File: config.mk
export PLATFORM = sky130hd
export DESIGN_NAME = mem_bank_nrw
export DESIGN_NICKNAME = d
export VERILOG_FILES = /design/src/rtl/mem_bank_nrw.sv
export SDC_FILE = /design/constraint.sdc
export NUM_CORES = 1
export LEC_CHECK = 0
export CAP_MARGIN = 10
export CORE_MARGIN = 1.5
export CORE_UTILIZATION = 45
export CTS_BUF_LIST = sky130_fd_sc_hd__clkbuf_16
export DETAILED_ROUTE_END_ITERATION = 8
export GPL_TIMING_DRIVEN = 0
export PLACE_DENSITY = 0.68
export SYNTH_ARGS = -nofsm -noshare
export SYNTH_HDL_FRONTEND = slang
export SYNTH_SLANG_ARGS = --single-unit
File: constraint.sdc
create_clock -name RW_clk -period 7.7 [get_ports RW_clk]
set_input_delay 2.31 -clock RW_clk [delete_from_list [all_inputs] [get_ports RW_clk]]
set_output_delay 2.31 -clock RW_clk [all_outputs]
set_load 0.01 [all_outputs]
File: src/rtl/mem_bank_nrw.sv
// rtl/mem_bank_nrw.sv - N-port byte-masked register bank with init clear, registered reads and collision counting
// MEM_BANK_NRW_BYPASS_EN selects write-first same-cycle reads; undefined gives read-first.
module mem_bank_nrw #(
  parameter int NUM_PORTS = 2,
  parameter int REG_DEPTH = 4,
  parameter int REG_WIDTH = 64,
  parameter int CNT_WIDTH = 16,
  localparam int AW = $clog2(REG_DEPTH),
  localparam int BW = REG_WIDTH / 8
) (
  input  logic                           RW_clk,
  input  logic                           RW_reset,
  input  logic [NUM_PORTS-1:0]           RW_en,
  input  logic [NUM_PORTS-1:0]           RW_wmode,
  input  logic [NUM_PORTS*AW-1:0]        RW_addr,
  input  logic [NUM_PORTS*REG_WIDTH-1:0] RW_wdata,
  input  logic [NUM_PORTS*BW-1:0]        RW_wmask,
  output logic [NUM_PORTS*REG_WIDTH-1:0] RW_rdata,
  output logic [NUM_PORTS-1:0]           RW_rvalid,
  output logic                           init_busy,
  output logic                           collision,
  output logic [CNT_WIDTH-1:0]           collision_cnt
);

  typedef enum logic {INIT = 1'b0, READY = 1'b1} state_t;

  state_t                 state, next_state;
  logic [AW-1:0]          ptr;
  logic [REG_WIDTH-1:0]   mem    [REG_DEPTH];
  logic [REG_WIDTH-1:0]   merged [REG_DEPTH];
  logic [AW-1:0]          addr_p [NUM_PORTS];
  logic [NUM_PORTS-1:0]   wr_en, rd_en;
  logic                   collide;

  always_ff @(posedge RW_clk) begin
    if (RW_reset) begin
      state <= INIT;
      ptr   <= '0;
    end else begin
      state <= next_state;
      if (state == INIT) ptr <= ptr + 1'b1;
    end
  end

  always_comb begin
    next_state = state;
    if (state == INIT && ptr == AW'(REG_DEPTH - 1)) next_state = READY;
  end

  always_comb begin
    init_busy = (state == INIT);
  end

  always_comb begin
    for (int i = 0; i < NUM_PORTS; i++) begin
      addr_p[i] = RW_addr[i*AW +: AW];
      wr_en[i]  = (state == READY) && RW_en[i] && RW_wmode[i];
      rd_en[i]  = (state == READY) && RW_en[i] && !RW_wmode[i];
    end
  end

  // Apply ports highest index first so the lowest index overwrites contested bytes.
  always_comb begin
    for (int a = 0; a < REG_DEPTH; a++) begin
      merged[a] = mem[a];
      for (int i = NUM_PORTS - 1; i >= 0; i--) begin
        if (wr_en[i] && addr_p[i] == AW'(a)) begin
          for (int b = 0; b < BW; b++) begin
            if (RW_wmask[i*BW + b]) merged[a][b*8 +: 8] = RW_wdata[i*REG_WIDTH + b*8 +: 8];
          end
        end
      end
    end
  end

  always_comb begin
    collide = 1'b0;
    for (int i = 0; i < NUM_PORTS; i++) begin
      for (int j = i + 1; j < NUM_PORTS; j++) begin
        if (wr_en[i] && wr_en[j] && addr_p[i] == addr_p[j] &&
            (RW_wmask[i*BW +: BW] & RW_wmask[j*BW +: BW]) != '0)
          collide = 1'b1;
      end
    end
  end

  always_ff @(posedge RW_clk) begin
    if (!RW_reset) begin
      if (state == INIT) begin
        mem[ptr] <= '0;
      end else begin
        for (int a = 0; a < REG_DEPTH; a++) mem[a] <= merged[a];
      end
    end
  end

  always_ff @(posedge RW_clk) begin
    if (RW_reset) begin
      RW_rdata  <= '0;
      RW_rvalid <= '0;
    end else begin
      RW_rvalid <= rd_en;
      for (int i = 0; i < NUM_PORTS; i++) begin
        if (rd_en[i]) begin
`ifdef MEM_BANK_NRW_BYPASS_EN
          RW_rdata[i*REG_WIDTH +: REG_WIDTH] <= merged[addr_p[i]];
`else
          RW_rdata[i*REG_WIDTH +: REG_WIDTH] <= mem[addr_p[i]];
`endif
        end
      end
    end
  end

  always_ff @(posedge RW_clk) begin
    if (RW_reset) begin
      collision     <= 1'b0;
      collision_cnt <= '0;
    end else begin
      collision <= collide;
      if (collide && collision_cnt != '1) collision_cnt <= collision_cnt + 1'b1;
    end
  end

endmodule

==> reports/summary.md <==
### Global routing
* 3 — initial antenna violation count
* 20620 — via count of the first global-routing pass
* 26 — largest net degree at the start of global routing
* 0 — GR Overflow Total
* 33.48% — all-layer global routing usage
* 124.9 mm — global-route wire length before repair

### Setup path
* state$_SDFFE_PP0P_ — start of the worst register-to-register path
* 6160 ps — data arrival time of the worst path
* 8030 ps — WP data required
* 25 — CP max FO
* mem[3][28]$_DFFE_PP_ — worst reg2reg path endpoint
* 4500 ps — register-to-register setup slack
* register — endpoint type of the worst setup path
* in -> reg — Setup CP Type
* 7 — worst reg-to-reg path cell count
* input pin — CP startpoint kind

### STA
* 18.31 ps — setup clock skew after layout
* no — unrepaired setup endpoints after global routing
* 5825 ps — Final Critical Period
* 0 — number of setup violations in the final report
* 0 — final hold viol count
* 1167 ps — transition time at the pin with the least slew margin
* 22.21% — worst rel slew slack
* 171.7 MHz — timing-limited maximum frequency
* 0 — Max Transition Viols Final
* 75.66% — Tcrit/Tclk final

### Min path
* reg -> reg — class of the tightest hold or removal check
* RW_rdata[4]$_SDFFE_PP0P_ — end of the worst hold path
* 2 — Hold Path Cell Cnt
* RW_rdata[4]$_SDFFE_PP0P_ — start point of the worst hold path

### Clock tree
* 60 ps — Reg clk slew, reported paths
* 0 — # hold bufs at CTS
* sky130_fd_sc_hd__clkbuf_16 — Root Driver
* 47 — CTS buffer count
* 0 — number of gates resized after cts
* 2 — # H-tree levels
* built — clock tree from TritonCTS
* 0 — number of buffers inserted by post-CTS setup repair
* 406 — clock net sink count
* 600 ps — Clock Latency Late Sink
* 3 — buffer depth of the longest clock path

### Floorplan
* 50110 um2 — die area
* 302 — number of top-level design ports
* 80 — standard-cell row count
* 223.9 um — Die Ht
* 47950 um2 — floorplan core area
* 45.78% — Starting Density
* 223.9 um — DIE WIDTH

### Run
* 0 — number of maximum-capacitance violations

### Placement
* 0.9361 — routability congestion estimate
* 59.44 mm — DP HPWL
* 295 — Port-buffer cells
* 3223 — Post-Place Cells

### Route
* 85.47 mm — total detailed-routing wirelength
* 6.362 — vias per cell
* 2572 — number of DRC violations after detailed-routing iteration 0
* 0 — number of antenna-violating nets in the routed design
* 25.81 um — per-cell routed wire length
* 0 — total DRC errors in the routed layout
* 8 — Detailed Routing Iterations Pass 1
* 21070 — overall via count from detail_route

### Outcome
* finished clean — run status

### Yosys
* 35.02% — fraction of post-synthesis cell area in the top cell type by area
* 256 — number of enable-type register cells in the synthesized netlist
* 48.70% — fraction of the yosys area taken by sequential cells
* 46 — post-synthesis cell type count
* 21950 um2 — mapped cell area
* sky130_fd_sc_hd__edfxtp_1 — library cell with the largest summed area after synthesis
* 0% — async set-or-reset flop fraction in the synthesized netlist
* 2295 — number of standard cells after synthesis
* sky130_fd_sc_hd__edfxtp_1, sky130_fd_sc_hd__dfxtp_1, sky130_fd_sc_hd__a21oi_1, sky130_fd_sc_hd__mux4_2, sky130_fd_sc_hd__nand2_1 — Synth area leaders
* 406 — flip-flop and latch count after synthesis
* 2451 — Mapped Nets
* sky130_fd_sc_hd__a21oi_1 — leading cell type by number of instances after synthesis
* 0 — warning count from the yosys run
* sky130_fd_sc_hd__edfxtp_1 — flip-flop cell with the highest count after synthesis
* sky130_fd_sc_hd__a21oi_1, sky130_fd_sc_hd__nand2_1, sky130_fd_sc_hd__edfxtp_1, sky130_fd_sc_hd__o21ai_0, sky130_fd_sc_hd__nor2_1 — top cells by count, synth
* 9.565 um2 — average cell area after synthesis

### Power
* 209.0 nW/um2 — total power per unit cell area
* 8.975 nW — leakage power summed over all cells
* 133.9 uV — largest vdd supply drop

### Cells and area
* 3312 — count of non-filler cells in the finished layout
* 9.276% — fraction of layout instances using a drive strength above 1
* 2813 — final net count
* 4137 — fill cell total of the finished layout
* 57.82% — share of the core filled with cells in the final layout
* 26.29% — area added between synthesis and finish

[where the power goes]
part | internal, mW | switching [mW]
Sequential | 2.49 | 0.107
Combinational | 0.373 | 0.472
Clock | 1.38 | 0.971
Total | 4.24 | 1.55
[state kept, by name, summed over array words and instances, names as in the netlist]
signal         flops
mem              256
collision_cnt     16
RW_rvalid          2
state              1
ptr                2
collision          1
RW_rdata         128
[layer usage]
layer  track usage (%)  wire length, um
met5                 0               27
met4             17.65             4515
met3             8.972            10410
met2             52.51            39240
met1             42.46            31280
[cells by family (layout without fill, tap and decap cells)]
| kind of cell | Yosys count | in the layout | synth area share [%] |
|---|---|---|---|
| xor+xnor | 9 | 9 | 0.3591 |
| mux | 191 | 191 | 16.01 |
| simple gates | 655 | 655 | 11.94 |
| compound gates | 859 | 859 | 19.85 |
| other cells | 0 | 2 | 0 |
| buf+inv | 173 | 573 | 3.027 |
| fa+ha+maj | 2 | 2 | 0.1140 |
| flops | 406 | 406 | 48.70 |
[critical path: stages]
cell	delay, ps
sky130_fd_sc_hd__clkdlybuf4s50_1	670
sky130_fd_sc_hd__clkbuf_1	910
sky130_fd_sc_hd__clkbuf_1	790
sky130_fd_sc_hd__clkbuf_1	800
sky130_fd_sc_hd__nor2_4	360
sky130_fd_sc_hd__buf_12	300
[per-stage QoR]
step                      hold WS [ps]  setup slack (ps)  TNS (ps)  area (um2)  total power, mW
final                            450.8              1875         0       27720            5.794
after global routing             473.6              1753         0       27720            5.930
after CTS                        454.4              1972         0       27720            5.777
after detailed placement         445.9              1367         0       26110            3.465
after global placement           445.8             -3001   -735320       25670            3.416
after floorplan                  480.5              1365         0       21950            3.064
[worst max-delay path by stage]
stage / cells after the start / slack [ps] / to / from
2_1_floorplan: 3 / 1360 / mem[2][0]$_DFFE_PP_ / RW_reset
3_3_place_gp: 4 / -3000 / mem[2][43]$_DFFE_PP_ / RW_reset
3_5_place_dp: 6 / 1370 / mem[3][61]$_DFFE_PP_ / RW_reset
4_1_cts: 6 / 1970 / mem[3][30]$_DFFE_PP_ / RW_reset
5_1_grt: 6 / 1750 / mem[3][49]$_DFFE_PP_ / RW_reset
6_report: 6 / 1870 / mem[3][54]$_DFFE_PP_ / RW_reset
[area by class of cell]
cell class	instances	area (um2)	share of cell area, %
clock buffers	55	1376	4.965
multi-input cells	1716	10650	38.43
diodes	2	5.005	0.01805
inverters	3	11.26	0.04062
flip-flops and latches	406	10690	38.56
well taps	615	769.5	2.776
repair buffers	313	3333	12.02
clock inverters	32	230.2	0.8304
plain buffers	170	653.1	2.356
[cells in the final DEF, fill, tap and decap left out, types with 55 or more instances in the layout]
cell | synthesis | final
sky130_fd_sc_hd__clkbuf_16 | 0 | 55
sky130_fd_sc_hd__nand2_1 | 379 | 379
sky130_fd_sc_hd__a21oi_1 | 590 | 588
sky130_fd_sc_hd__edfxtp_1 | 256 | 256
sky130_fd_sc_hd__nor2_1 | 222 | 218
sky130_fd_sc_hd__clkdlybuf4s50_1 | 0 | 295
sky130_fd_sc_hd__clkbuf_1 | 144 | 144
sky130_fd_sc_hd__o21ai_0 | 256 | 256
sky130_fd_sc_hd__mux4_2 | 128 | 128
sky130_fd_sc_hd__dfxtp_1 | 150 | 150
sky130_fd_sc_hd__mux2i_1 | 62 | 62
Note: power is estimated with default switching activity, not from simulation.
